--- config.mk ---
export PLATFORM = sky130hd
export DESIGN_NAME = inst_fetch_flat
export DESIGN_NICKNAME = d
export VERILOG_FILES = /design/src/rtl/inst_fetch_if.sv /design/src/rtl/inst_fetch.sv /design/src/flat_wrapper.sv
export SDC_FILE = /design/constraint.sdc
export NUM_CORES = 1
export LEC_CHECK = 0
export ABC_AREA = 1
export BUFFER_PORTS_ARGS = -buffer_cell sky130_fd_sc_hd__buf_2
export CAP_MARGIN = 10
export CORE_MARGIN = 1
export CORE_UTILIZATION = 45
export CTS_BUF_LIST = sky130_fd_sc_hd__clkbuf_2 sky130_fd_sc_hd__clkbuf_4 sky130_fd_sc_hd__clkbuf_8
export CTS_CLUSTER_DIAMETER = 120
export DETAILED_ROUTE_END_ITERATION = 6
export PLACE_DENSITY_LB_ADDON = 0.25
export SLEW_MARGIN = 40
export SYNTH_ARGS = -nofsm -noshare
export SYNTH_HDL_FRONTEND = slang
export SYNTH_SLANG_ARGS = --single-unit
--- constraint.sdc ---
create_clock -name clk -period 5 [get_ports clk]
set_clock_uncertainty 0.05 [all_clocks]
set_input_delay 1 -clock clk [delete_from_list [all_inputs] [get_ports clk]]
set_output_delay 1 -clock clk [all_outputs]
set_load 0.01 [all_outputs]
--- src/rtl/inst_fetch_if.sv ---
// Fetch-stage bundle: imem request/response, redirect from branch
// resolution, and the {inst, pc} handshake towards decode.
interface inst_fetch_if;
    logic        imem_req_valid;
    logic        imem_req_ready;
    logic [31:0] imem_req_addr;
    logic        imem_resp_valid;
    logic [31:0] imem_resp_data;
    logic        redirect_valid;
    logic [31:0] redirect_pc;
    logic        inst_valid;
    logic        inst_ready;
    logic [31:0] inst;
    logic [31:0] inst_pc;

    modport master (
        output imem_req_valid,
        output imem_req_addr,
        output inst_valid,
        output inst,
        output inst_pc,
        input  imem_req_ready,
        input  imem_resp_valid,
        input  imem_resp_data,
        input  redirect_valid,
        input  redirect_pc,
        input  inst_ready
    );

    modport slave (
        input  imem_req_valid,
        input  imem_req_addr,
        input  inst_valid,
        input  inst,
        input  inst_pc,
        output imem_req_ready,
        output imem_resp_valid,
        output imem_resp_data,
        output redirect_valid,
        output redirect_pc,
        output inst_ready
    );
endinterface

--- src/rtl/inst_fetch.sv ---
// Instruction fetch stage: credit-limited word fetches, in-order
// response buffer, redirect flush with in-flight response dropping.
module inst_fetch #(
    parameter logic [31:0] RESET_PC   = 32'h0000_0000,
    parameter int          FIFO_DEPTH = 2
) (
    input  logic         clk,
    input  logic         rst_n,
    inst_fetch_if.master bus
);
    localparam int CW = $clog2(FIFO_DEPTH + 1);
    localparam int PW = (FIFO_DEPTH > 1) ? $clog2(FIFO_DEPTH) : 1;
    localparam logic [CW-1:0] DEPTH_C  = CW'(FIFO_DEPTH);
    localparam logic [PW-1:0] LAST_PTR = PW'(FIFO_DEPTH - 1);

    logic [31:0]   fetch_pc;
    logic [31:0]   resp_pc;
    logic [CW-1:0] outstanding;
    logic [CW-1:0] drop;
    logic [CW-1:0] count;
    logic [PW-1:0] rd_ptr;
    logic [PW-1:0] wr_ptr;
    logic          started;
    logic [31:0]   fifo_inst [FIFO_DEPTH];
    logic [31:0]   fifo_pc   [FIFO_DEPTH];

    logic [CW:0]   credit_used;
    logic [CW-1:0] out_next;
    logic [31:0]   target;
    logic          req_fire;
    logic          resp_drop;
    logic          push;
    logic          pop;
    logic          unused_lsb;

    function automatic logic [PW-1:0] next_ptr(input logic [PW-1:0] p);
        return (p == LAST_PTR) ? '0 : p + 1'b1;
    endfunction

    // Every issued request owns a buffer slot, so pushes never overflow.
    assign credit_used = {1'b0, count} + {1'b0, outstanding};
    assign bus.imem_req_valid = rst_n && started && !bus.redirect_valid
                             && (credit_used < {1'b0, DEPTH_C});
    assign bus.imem_req_addr  = fetch_pc;

    assign req_fire  = bus.imem_req_valid && bus.imem_req_ready;
    assign resp_drop = (drop != '0);
    assign push = bus.imem_resp_valid && !resp_drop && !bus.redirect_valid;
    assign pop  = bus.inst_valid && bus.inst_ready && !bus.redirect_valid;
    assign out_next = outstanding + CW'(req_fire)
                    - CW'(bus.imem_resp_valid);

    assign target     = {bus.redirect_pc[31:2], 2'b00};
    assign unused_lsb = ^bus.redirect_pc[1:0];

    assign bus.inst_valid = rst_n && (count != '0);
    assign bus.inst    = bus.inst_valid ? fifo_inst[rd_ptr] : 32'h0;
    assign bus.inst_pc = bus.inst_valid ? fifo_pc[rd_ptr]   : 32'h0;

    always_ff @(posedge clk) begin
        if (!rst_n) begin
            fetch_pc    <= RESET_PC;
            resp_pc     <= RESET_PC;
            outstanding <= '0;
            drop        <= '0;
            count       <= '0;
            rd_ptr      <= '0;
            wr_ptr      <= '0;
            started     <= 1'b0;
        end else begin
            started     <= 1'b1;
            outstanding <= out_next;
            if (bus.redirect_valid) begin
                // Whatever is still in flight after this edge is stale.
                fetch_pc <= target;
                resp_pc  <= target;
                drop     <= out_next;
                count    <= '0;
                rd_ptr   <= '0;
                wr_ptr   <= '0;
            end else begin
                if (req_fire)
                    fetch_pc <= fetch_pc + 32'd4;
                if (bus.imem_resp_valid && resp_drop)
                    drop <= drop - 1'b1;
                if (push) begin
                    resp_pc <= resp_pc + 32'd4;
                    wr_ptr  <= next_ptr(wr_ptr);
                end
                if (pop)
                    rd_ptr <= next_ptr(rd_ptr);
                count <= count + CW'(push) - CW'(pop);
            end
        end
    end

    always_ff @(posedge clk) begin
        if (push) begin
            fifo_inst[wr_ptr] <= bus.imem_resp_data;
            fifo_pc[wr_ptr]   <= resp_pc;
        end
    end

    resp_has_request: assert property (
        @(posedge clk) disable iff (!rst_n)
        bus.imem_resp_valid |-> (outstanding != '0)
    );
endmodule
--- src/flat_wrapper.sv ---
// flat-port wrapper written by rule: the top's interface ports become plain ports
module inst_fetch_flat 
#(
    parameter logic [31:0] RESET_PC   = 32'h0000_0000,
    parameter int          FIFO_DEPTH = 2
)
  (clk, rst_n, bus_imem_req_valid, bus_imem_req_addr, bus_inst_valid, bus_inst, bus_inst_pc, bus_imem_req_ready, bus_imem_resp_valid, bus_imem_resp_data, bus_redirect_valid, bus_redirect_pc, bus_inst_ready);
  inst_fetch_if bus_i ();
  input  logic clk;
  input  logic rst_n;
  output wire logic [$bits(bus_i.imem_req_valid)-1:0] bus_imem_req_valid;
  output wire logic [$bits(bus_i.imem_req_addr)-1:0] bus_imem_req_addr;
  output wire logic [$bits(bus_i.inst_valid)-1:0] bus_inst_valid;
  output wire logic [$bits(bus_i.inst)-1:0] bus_inst;
  output wire logic [$bits(bus_i.inst_pc)-1:0] bus_inst_pc;
  input wire logic [$bits(bus_i.imem_req_ready)-1:0] bus_imem_req_ready;
  input wire logic [$bits(bus_i.imem_resp_valid)-1:0] bus_imem_resp_valid;
  input wire logic [$bits(bus_i.imem_resp_data)-1:0] bus_imem_resp_data;
  input wire logic [$bits(bus_i.redirect_valid)-1:0] bus_redirect_valid;
  input wire logic [$bits(bus_i.redirect_pc)-1:0] bus_redirect_pc;
  input wire logic [$bits(bus_i.inst_ready)-1:0] bus_inst_ready;
  assign bus_imem_req_valid = bus_i.imem_req_valid;
  assign bus_imem_req_addr = bus_i.imem_req_addr;
  assign bus_inst_valid = bus_i.inst_valid;
  assign bus_inst = bus_i.inst;
  assign bus_inst_pc = bus_i.inst_pc;
  assign bus_i.imem_req_ready = bus_imem_req_ready;
  assign bus_i.imem_resp_valid = bus_imem_resp_valid;
  assign bus_i.imem_resp_data = bus_imem_resp_data;
  assign bus_i.redirect_valid = bus_redirect_valid;
  assign bus_i.redirect_pc = bus_redirect_pc;
  assign bus_i.inst_ready = bus_inst_ready;
  inst_fetch #(.RESET_PC(RESET_PC), .FIFO_DEPTH(FIFO_DEPTH)) u_core (.clk(clk), .rst_n(rst_n), .bus(bus_i));
endmodule
Word level (Yosys, flattened, before mapping)
Memory sizes are Yosys's and may differ from the RTL's. A register that Yosys moved wholly into a read port is not among the register bits.
Cells that the tools add are included.
{"block": "op_classes", "add_sub_neg": 10, "n_mul": 0, "n_div": 0, "n_lt_le_gt_ge": 1, "eq_ne": 0, "n_shift": 0, "muxes": 17, "n_bitwise": 1, "reduce_logical": 18}
{"operator": "2-to-1 mux 32 bit", "n": 6}
{"operator": "adder 32 x 3 -> 32 bit (second input constant)", "n": 2}
{"operator": "logical AND 1 bit", "n": 10}
{"operator": "nonzero test 2 bit", "n": 5}
{"operator": "2-to-1 mux 1 bit", "n": 9}
{"operator": "adder 2 x 1 -> 2 bit", "n": 2}
{"operator": "2-to-1 mux 2 bit", "n": 2}
{"operator": "subtractor 2 x 1 -> 2 bit", "n": 2}
{"operator": "adder 2 x 2 -> 3 bit", "n": 1}
{"operator": "< comparator 3 x 2 -> 1 bit (second input constant)", "n": 1}
{"operator": "adder 1 bit (second input constant)", "n": 2}
{"operator": "zero test 1 bit", "n": 2}
{"operator": "OR reduction 2 bit", "n": 1}
{"operator": "subtractor 2 x 1 -> 2 bit (second input constant)", "n": 1}
{"operator": "inverter 1 bit", "n": 1}
{"block": "totals", "regBits": 73, "latch_bits": 0, "ram_bits": 128, "romBits": 0, "in_bits": 70, "output_inout_bits": 98, "word_cells": 59, "mem_count": 2}
{"memory": "u_core.fifo_inst", "words": 2, "word_bits": 32, "rd": 1, "rd_ports_with_merged_regs": 1, "wr": 1, "line": "inst_fetch.sv:24", "rtl": "logic [31:0] fifo_inst [FIFO_DEPTH];"}
{"memory": "u_core.fifo_pc", "words": 2, "word_bits": 32, "rd": 1, "rd_ports_with_merged_regs": 1, "wr": 1, "line": "inst_fetch.sv:25", "rtl": "logic [31:0] fifo_pc [FIFO_DEPTH];"}

Longest topological paths before layout
Gate-level depths: netlist of the first run.
{"block": "logic_depth", "ltp_word": 7, "depth_mapped": 12, "ltp_nobuf": 11}

Worst setup path after synthesis of the first run
No wires, ideal clock.
{"block": "synth_timing", "path_kind": "input port to flip-flop", "startpoint": "input bus_redirect_valid", "endpoint": "memory u_core.fifo_inst[0][0], enable pin", "setup_ps": 484, "arrival_ps": 4107, "path_slack_ps": 359, "stages": 4, "path_buffers": 1, "path_cell_list": "buf_2 -> nor2_1 -> inv_1 -> nor2_1"}
{"block": "synth_between", "elab_chain_len": 4}
{"item": "from (decl)", "line": "flat_wrapper.sv:19", "rtl": "input wire logic [$bits(bus_i.redirect_valid)-1:0] bus_redirect_valid;"}
{"item": "zero test 1 bit", "line": "inst_fetch.sv:48", "rtl": "assign push = bus.imem_resp_valid && !resp_drop && !bus.redirect_valid;"}
{"item": "logical AND 1 bit", "line": "inst_fetch.sv:48"}
{"item": "2-to-1 mux 1 bit", "line": "inst_fetch.sv:98", "rtl": "if (push) begin"}
{"item": "2-to-1 mux 1 bit (implied by the code)", "line": "inst_fetch.sv:99", "rtl": "fifo_inst[wr_ptr] <= bus.imem_resp_data;"}
{"item": "to (decl)", "line": "inst_fetch.sv:24"}
Every way passes these cells.

Worst setup path in the final report of the first run
{"block": "layout_timing", "startpoint": "input rst_n", "endpoint": "output bus_inst[6]"}
{"block": "layout_between", "elab_chain_len": 2}
{"item": "from (decl)", "line": "flat_wrapper.sv:10", "rtl": "input logic rst_n;"}
{"item": "logical AND 1 bit", "line": "inst_fetch.sv:56", "rtl": "assign bus.inst_valid = rst_n && (count != '0);"}
{"item": "2-to-1 mux 32 bit", "line": "inst_fetch.sv:57", "rtl": "assign bus.inst = bus.inst_valid ? fifo_inst[rd_ptr] : 32'h0;"}
{"item": "to (decl)", "line": "flat_wrapper.sv:14", "rtl": "output wire logic [$bits(bus_i.inst)-1:0] bus_inst;"}
Every way passes these cells.

==> flow_metrics.tcl, run 1 <==
set metrics [dict create \
    n_antenna_cell 0 \
    final_layout_size_suffix_gt1_share_pct 23.9 \
    total_power_w 0.00316 \
    rr_worst_depth 8 \
    postCtsSetupRepairBufs 0 \
    layout_min_cycle_time_ps 3530 \
    rows 53 \
    hold_path_class "reg -> reg" \
    grt_pass1_wl_um 35100 \
    clockBufferDepth 2 \
    tns_ps 0 \
    cts_buffers 17 \
    async_flop_share_pct 0 \
    dr.pass1.iters 5 \
    grt_max_degree 59 \
    yosys.cell_types.count 38 \
    path_class "in -> out" \
    max_freq_ghz 0.283 \
    via_per_inst 4.87 \
    final_cell_count_no_fill 1525 \
    ys_ff_latch 194 \
    port_buffers 161 \
    syn_avg_cell_area_um2 8.84 \
    setup_viol_count_final 0 \
    cts.clk_slew.worst_paths_ps 100 \
    cap_violations 0 \
    timing.rr.end "u_core.fifo_inst[0][12]" \
    end_kind "output port" \
    worst_setup_path_start_kind "primary input" \
    power.leakage_nw 4.89 \
    core_um2 21000 \
    hpwl_um 15700 \
    root_buffer "clkbuf_8" \
    die_w_um 148 \
    slew_viol_final 0 \
    power_density_nw_per_um2 287 \
    holdBufCountCts 0 \
    track_usage_pct 20.8 \
    dieArea_um2 21900 \
    syn-instance-count 1084 \
    status "finished clean" \
    rr_startpoint "u_core.drop[0]" \
    die_h_um 148 \
    rsz0062_at_grt "false" \
    area_delta_synth_final_pct 14.9 \
    antenna_found_initial 0 \
    ys.flop_type "edfxtp_1" \
    first_iter_violations 424 \
    synth-warning-count 0 \
    slew_headroom_pct 49.4 \
    required_ps 3950 \
    crit_arrival_ps 2480 \
    dp_cells 1493 \
    cts_tree "built" \
    htreeDepth 4 \
    rrSetupSlack_ps 2550 \
    wire_per_inst_um 14.5 \
    vias 7432 \
    drt-total-wl_um 22100 \
    ant_nets 0 \
    tightest_slew_ps 759 \
    grt-ovfl-total 0 \
    hold_end "u_core.drop[1]" \
    clock_latency_ps 470 \
    cp_max_fo 58 \
    irDropWorstVdd_uv 167 \
    nets 1315 \
    hold_viol 0 \
    hp-start "u_core.drop[1]" \
    place_congestion 0.888 \
    syn_area_um2 9580 \
    io_pins 168 \
    drc 0 \
    synth_edf_count 124 \
    fillCellCount 1948 \
    cts_sinks 194 \
    cts-resized-gates 0 \
    holdPathStages 2 \
    period_share_pct 70.6 \
    ys_seq_area_share_pct 53.5 \
    grt_pass1_vias 6827 \
    initial_core_util_pct 45.7 \
]
metal layers:
metal | wire length [um] | vias to the layer above | global-route usage, % | part of all wire [%]
li1 | - | 3798 | - | -
met1 | 10100 | 3376 | 28.3 | 46
met2 | 10300 | 245 | 33.8 | 46
met3 | 1520 | 13 | 3.98 | 6.9
met4 | 207 | 0 | 5.52 | 0.94
met5 | 0 | - | 0 | 0
per-stage QoR:
| step | util, % | area, um^2 | worst slack, ps | hold slack (ps) |
|---|---|---|---|---|
| after floorplan | - | 9600 | 359 | 394 |
| after global placement | 50.7 | 10600 | 1420 | 405 |
| after detailed placement | 50.7 | 10600 | 1420 | 419 |
| after CTS | 52.5 | 11000 | 1390 | 434 |
| after global routing | 52.6 | 11000 | 1300 | 469 |
| final | 52.6 | 11000 | 1470 | 434 |
cell usage in the layout (no fill, tap or decap), types with 5 or more instances in the layout:
cell type,instances
xnor2_1,5
nor2_1,93
dfxtp_1,69
nor2_4,10
o21ai_1,13
nand4_1,9
o21ai_0,33
nand2_1,304
clkbuf_8,17
buf_4,8
inv_6,6
ha_1,7
a31oi_1,12
inv_1,152
buf_2,161
mux2_2,62
nor2_2,12
nand2_2,6
nand3_1,38
edfxtp_1,124
xor2_1,17
a21oi_1,58
worst max-delay path: stages:
cell and delay [ps]:
buf_2 220, inv_4 270, nor2_4 320, buf_4 350
nand2_1 100, inv_1 50, buf_2 110
report_power, final:
part           internal, W  switching, W  total (W)
Combinational     0.000119      0.000196   0.000316
Sequential         0.00178     0.0000612    0.00184
Clock             0.000377      0.000621   0.000997
area by class of cell:
cell class              count  area [um^2]  area share [%]
repair buffers            169          866            7.86
clock inverters            15          150            1.36
multi-input cells         700         3710            33.7
clock buffers              17          234            2.12
well taps                 275          344            3.12
inverters                 155          584            5.31
flip-flops and latches    194         5130            46.6
cells by family (layout without fill, tap and decap cells):
logic type                 after synthesis  in the layout  share of synthesized area (%)
buffers and inverters                  193            356                           8.21
AOI/OAI and AO/OA                      121            121                           6.61
adders and majority gates                8              8                           1.12
other                                    1              4                         0.0391
and+or+nand+nor                        483            483                           21.3
xor gates and xnor gates                22             22                           2.01
muxes                                   62             62                           7.28
DFF                                    194            194                           53.5
state kept, by name (all words and copies together) (netlist names), named ones only:
signal                    cells
u_core.bus.imem_req_addr     30
u_core.outstanding            2
u_core.resp_pc               30
u_core.fifo_pc               60
u_core.count                  2
u_core.wr_ptr                 1
u_core.fifo_inst             64
u_core.drop                   2
u_core.rd_ptr                 1
u_core.started                1
synth_stat cells, types with 6 or more instances:
| master | number | area (um^2) |
|---|---|---|
| a21oi_1 | 58 | 290 |
| a31oi_1 | 12 | 75.1 |
| buf_2 | 15 | 75.1 |
| clkbuf_1 | 13 | 48.8 |
| dfxtp_1 | 70 | 1400 |
| edfxtp_1 | 124 | 3720 |
| ha_1 | 7 | 87.6 |
| inv_1 | 152 | 571 |
| mux2_2 | 62 | 698 |
| nand2_1 | 304 | 1140 |
| nand2_2 | 6 | 37.5 |
| nand3_1 | 38 | 190 |
| nand4_1 | 9 | 56.3 |
| nor2_1 | 96 | 360 |
| nor2_2 | 12 | 75.1 |
| nor2_4 | 7 | 78.8 |
| o21ai_0 | 33 | 165 |
| o21ai_1 | 13 | 65.1 |
| xor2_1 | 17 | 149 |
worst max path at each step:
stage | endpoint | startpoint | slack [ps] | depth (start not counted)
final | bus_inst[6] | rst_n | 1470 | 7
after global routing | bus_inst[25] | rst_n | 1300 | 7
after CTS | bus_inst_pc[6] | register | 1390 | 5
after detailed placement | bus_inst[20] | rst_n | 1420 | 7
after global placement | bus_inst[26] | rst_n | 1420 | 7
after floorplan | u_core.fifo_inst[0][0] | bus_redirect_valid | 360 | 4
Note: power is estimated with default switching activity, not from simulation.
==> run 2, diff against run 1 <==
clock period = 3.4 ns   (was 5 ns; I/O delays follow)
==> run 2 against run 1 <==
  * Register-to-register slack worse by 1300 ps
  * Cell count rose by 0.26%
  * Count of clock-buffer cells in the layout is the same
  * Combinational power is 51% higher
  * Largest power group unchanged
  * Critical path depth down 2
==> flow_metrics.tcl, run 2 (synthesis results as in run 1) <==
set metrics [dict create \
    status "finished clean" \
    top_register "u_core.fifo_inst" \
    irDropWorstVdd_uv 249 \
    initial_core_util_pct 45.7 \
    power.leakage_nw 4.89 \
    cts_tree "built" \
    layout_setup_ws_ps 883 \
    area_delta_synth_final_pct 15.7 \
    hold_viol 0 \
    crit_family "buffers and inverters" \
    path_class "reg -> out" \
    total_power_w 0.00457 \
    hold_end "u_core.fifo_inst[1][26]" \
    root_buffer "clkbuf_8" \
    crit_arrival_ps 1790 \
    clockBufferDepth 2 \
    rows 53 \
    tns_ps 0 \
    max_freq_ghz 0.397 \
    timing.rr.end "u_core.bus.imem_req_addr[22]" \
    cts_sinks 194 \
    cts_buffers 17 \
    holdBufCountCts 0 \
    hp-start "bus_imem_resp_data[26]" \
    drt-total-wl_um 22300 \
    rrSetupSlack_ps 1240 \
    tightest_slew_ps 649 \
    final_cell_area_um2 11100 \
    dieArea_um2 21900 \
    rr_startpoint "u_core.count[0]" \
    grt-ovfl-total 0 \
    ant_nets 0 \
    period_share_pct 74.0 \
    path_cells "buf_12 > mux2_2 > nand2_1 > inv_1 > buf_2" \
    place_congestion 0.876 \
    slew_viol_final 0 \
    postCtsSetupRepairBufs 0 \
    htreeDepth 4 \
    grtUsageMet3_pct 4.01 \
    worst_setup_path_start_kind "register" \
    grt_pass1_wl_um 35200 \
    final_util_pct 52.9 \
    setup_viol_count_final 0 \
    nets 1318 \
    layout_min_cycle_time_ps 2520 \
    wire_per_inst_um 14.6 \
    cap_violations 0 \
    core_um2 21000 \
    top_usage_layer "met2" \
    drc 0 \
    power_density_nw_per_um2 412 \
    track_usage_pct 20.7 \
    largest_reg_flops 64 \
    first_iter_violations 380 \
    preCtsSetupSlack_ps 931 \
    post_dp_cell_area_um2 10700 \
    die_h_um 148 \
    path_buf_inv 3 \
    dr.pass1.iters 5 \
    via_per_inst 4.93 \
    rr_worst_depth 11 \
    antenna_found_initial 1 \
    clock_latency_ps 470 \
    required_ps 2670 \
    grt_pass1_vias 6917 \
    vias 7533 \
    port_buffers 161 \
    mostFrequentLayoutCells "nand2_1 (304), buf_2 (161), inv_1 (152)" \
    cts-resized-gates 0 \
    final_layout_size_suffix_gt1_share_pct 24.1 \
    rsz0062_at_grt "false" \
    cpPeakStageDelay_ps 400 \
    holdPathStages 1 \
    cts.clk_slew.worst_paths_ps 100 \
    slew_headroom_pct 56.7 \
    use_met1_pct 28.1 \
    biggestRegsByFlops "u_core.fifo_inst: 64 flops, u_core.fifo_pc: 60 flops" \
    io_pins 168 \
    hold_path_class "in -> reg" \
    grt_max_degree 64 \
    critical_path.slowest_cell "mux2_2" \
    cp_max_fo 62 \
    end_kind "output port" \
    hpwl_um 15900 \
    final_common_cell "nand2_1" \
    die_w_um 148 \
    grt_use_met2_pct 33.2 \
]
-- run 2: worst max-delay path by stage --
stage,startpoint,endpoint,slack (ps),cells past startpoint
after floorplan,bus_redirect_valid,u_core.fifo_inst[0][0],120,4
after global placement,rst_n,bus_inst_pc[27],930,7
after detailed placement,bus_redirect_valid,u_core.fifo_inst[0][8],930,5
after CTS,register,bus_inst_pc[30],850,5
after global routing,register,bus_inst_pc[10],770,5
final,register,bus_inst_pc[30],880,5
-- run 2: through the flow --
step	hold slack, ps	instances
after detailed placement	423	1496
final	348	1529
after floorplan	394	1087
after global routing	318	1528
after global placement	404	1496
after CTS	320	1528
-- run 2: where the power goes --
| part | leakage, nW | total, W | switching, W | internal (W) |
|---|---|---|---|---|
| registers | 1.71 | 0.00271 | 0.0000886 | 0.00262 |
| logic | 3.01 | 0.000477 | 0.000292 | 0.000185 |
| clock network | 0.168 | 0.00139 | 0.000862 | 0.000524 |
| total | 4.89 | 0.00457 | 0.00124 | 0.00333 |
-- run 2: final cells by class --
class	instances	area [um^2]
fillers	2026	9870
flip-flops and latches	194	5130
multi-input cells	700	3710
repair buffers	172	963
inverters	155	584
well taps	275	344
clock buffers	17	234
clock inverters	15	126
diodes	1	2.50
-- run 2: worst reg2reg max path, stage by stage (launching register included) --
cell and delay [ps]:
dfxtp_1 380, nand2_1 60, inv_1 60, fa_1 400, inv_1 100, nand3_4 110, inv_2 80, nand2_2 80
nand2_2 360, o21ai_0 160, a21oi_1 140, nor2_1 50
-- run 2: metal layers --
layer,up-vias,routed length [um]
li1,3809,-
met1,3446,10100
met2,252,10200
met3,26,1590
met4,0,324
met5,-,0
==> run 3, diff against run 2 <==
clock period = 2.4 ns   (was 3.4 ns; I/O delays follow)
==> run 3 against run 2 <==
  * Worst hold slack got worse by 200 ps
  * Power increased by 43%
  * Clock power up 45%
  * Flip-flop and latch count unchanged
  * Final area is 0.58% higher
  * Critical path depth stayed put
  * Cell count increased by 0.26%
  * First-iteration DRC count is 19% higher
  * Count of clock-buffer cells in the layout did not move
  * Global-route usage fell by 0.39 points
  * Combinational power rose by 42%
  * Largest cell class unchanged
==> flow_metrics.tcl, run 3 (synthesis results as in run 1) <==
set metrics [dict create \
    multi_input_area_um2 3710 \
    tightest_slew_ps 676 \
    core_um2 21000 \
    die_h_um 148 \
    rows 53 \
    track_usage_pct 20.3 \
    status "finished clean" \
    dp_cells 1500 \
    dr.pass1.iters 4 \
    end_kind "output port" \
    clockBufferDepth 2 \
    clock_latency_ps 470 \
    holdBufCountCts 0 \
    rrSetupSlack_ps 470 \
    seqCellArea_um2 5130 \
    hold_viol 0 \
    wire_per_inst_um 14.4 \
    initial_core_util_pct 45.7 \
    cts.clk_slew.worst_paths_ps 100 \
    cap_violations 0 \
    nets 1323 \
    fillCellCount 1953 \
    die_w_um 148 \
    setup_viol_count_final 0 \
    hpwl_um 15200 \
    place_congestion 0.863 \
    cts_buffers 17 \
    hold_path_class "in -> reg" \
    layout_min_cycle_time_ps 2300 \
    cpPeakStageDelay_ps 430 \
    worst_setup_path_start_kind "register" \
    dieArea_um2 21900 \
    vias 7572 \
    slew_viol_final 0 \
    mostFrequentLayoutCells "nand2_1 (304), buf_2 (161), inv_1 (152)" \
    final_cell_count_no_fill 1533 \
    path_cells "clkbuf_16 > mux2_2 > nand2_1 > inv_1 > buf_2" \
    grt-ovfl-total 0 \
    period_share_pct 96.0 \
    grt_pass1_vias 6850 \
    port_buffers 161 \
    cts_tree "built" \
    final_cell_area_um2 11200 \
    path_class "reg -> out" \
    crit_arrival_ps 1770 \
    power.leakage_nw 4.95 \
    rsz0062_at_grt "false" \
    first_iter_violations 451 \
    max_freq_ghz 0.434 \
    required_ps 1870 \
    via_per_inst 4.94 \
    grt_max_degree 64 \
    root_buffer "clkbuf_8" \
    cts_sinks 194 \
    drt-total-wl_um 22000 \
    final_common_cell "nand2_1" \
    largest_reg_flops 64 \
    area_delta_synth_final_pct 16.3 \
    power_density_nw_per_um2 585 \
    n_antenna_cell 0 \
    final_layout_size_suffix_gt1_share_pct 24.6 \
    drc 0 \
    post_dp_cell_area_um2 10700 \
    postCtsSetupRepairBufs 0 \
    critical_path.slowest_cell "dfxtp_2" \
    irDropWorstVdd_uv 304 \
    final_util_pct 53.2 \
    io_pins 168 \
    htreeDepth 4 \
    top_register "u_core.fifo_inst" \
    antenna_found_initial 0 \
    ant_nets 0 \
    biggestRegsByFlops "u_core.fifo_inst: 64 flops, u_core.fifo_pc: 60 flops" \
    slew_headroom_pct 54.9 \
    grt_pass1_wl_um 34500 \
    cp_max_fo 31 \
]
[run 3: changes by cell type in the layout (fill, tap and decap cells not counted), sizes merged]
| cell | before | now |
|---|---|---|
| inv | 161 | 163 |
| clkbuf | 17 | 18 |
| diode | 1 | 0 |
| clkinv | 4 | 6 |
| buf | 172 | 176 |
| clkinvlp | 5 | 1 |
[run 3: power by group]
part           leakage (nW)  switching, W  internal [W]
Clock                 0.189       0.00125      0.000763
Combinational          3.04      0.000412      0.000268
Sequential             1.71      0.000124       0.00371
Total                  4.95       0.00178       0.00474
[run 3: repair_timing]
item                       4_1_cts  5_1_grt
resized for setup                0        3
setup endpoints to repair        0        3
hold endpoints to repair         0        0
[run 3: path summary, 6_finish.rpt]
kind,from,endpoint,cells after the start
worst min register to register,u_core.drop[1],u_core.drop[1],2
worst max-delay path,register,bus_inst_pc[19],5
worst max register to register,u_core.count[0],u_core.bus.imem_req_addr[22],12
worst min-delay path,bus_imem_resp_data[30],u_core.fifo_inst[1][30],1
[run 3: area by class of cell]
class | count | area share (%)
Clock buffer | 17 | 2.10
Inverter | 155 | 5.24
Sequential cell | 194 | 46.0
Timing Repair Buffer | 177 | 9.09
Clock inverter | 15 | 1.25
Tap cell | 275 | 3.09
Multi-Input combinational cell | 700 | 33.3
[run 3: per-layer routing]
layer / share of wire, % / GRT usage, %
met5: 0 / 0
met3: 6.8 / 4.14
met4: 1.3 / 5.93
met2: 46 / 33.5
met1: 46 / 26.9
[run 3: stage by stage]
stage / power (W) / setup slack [ps] / setup TNS (ps) / hold WS (ps)
floorplan: 0.00432 / -678 / -83390 / 394
global placement: 0.00457 / 277 / 0 / 404
detailed placement: 0.00459 / 240 / 0 / 431
CTS: 0.00659 / 60.9 / 0 / 117
global route: 0.00682 / 5.02 / 0 / 112
finish: 0.00653 / 96.2 / 0 / 150
[run 3: worst max-delay path, delay by kind of cell, from the launching register on]
family / cells / cell delay (ps)
buf+inv: 3 / 450
simple gates: 1 / 60
mux: 1 / 360
flops: 1 / 430
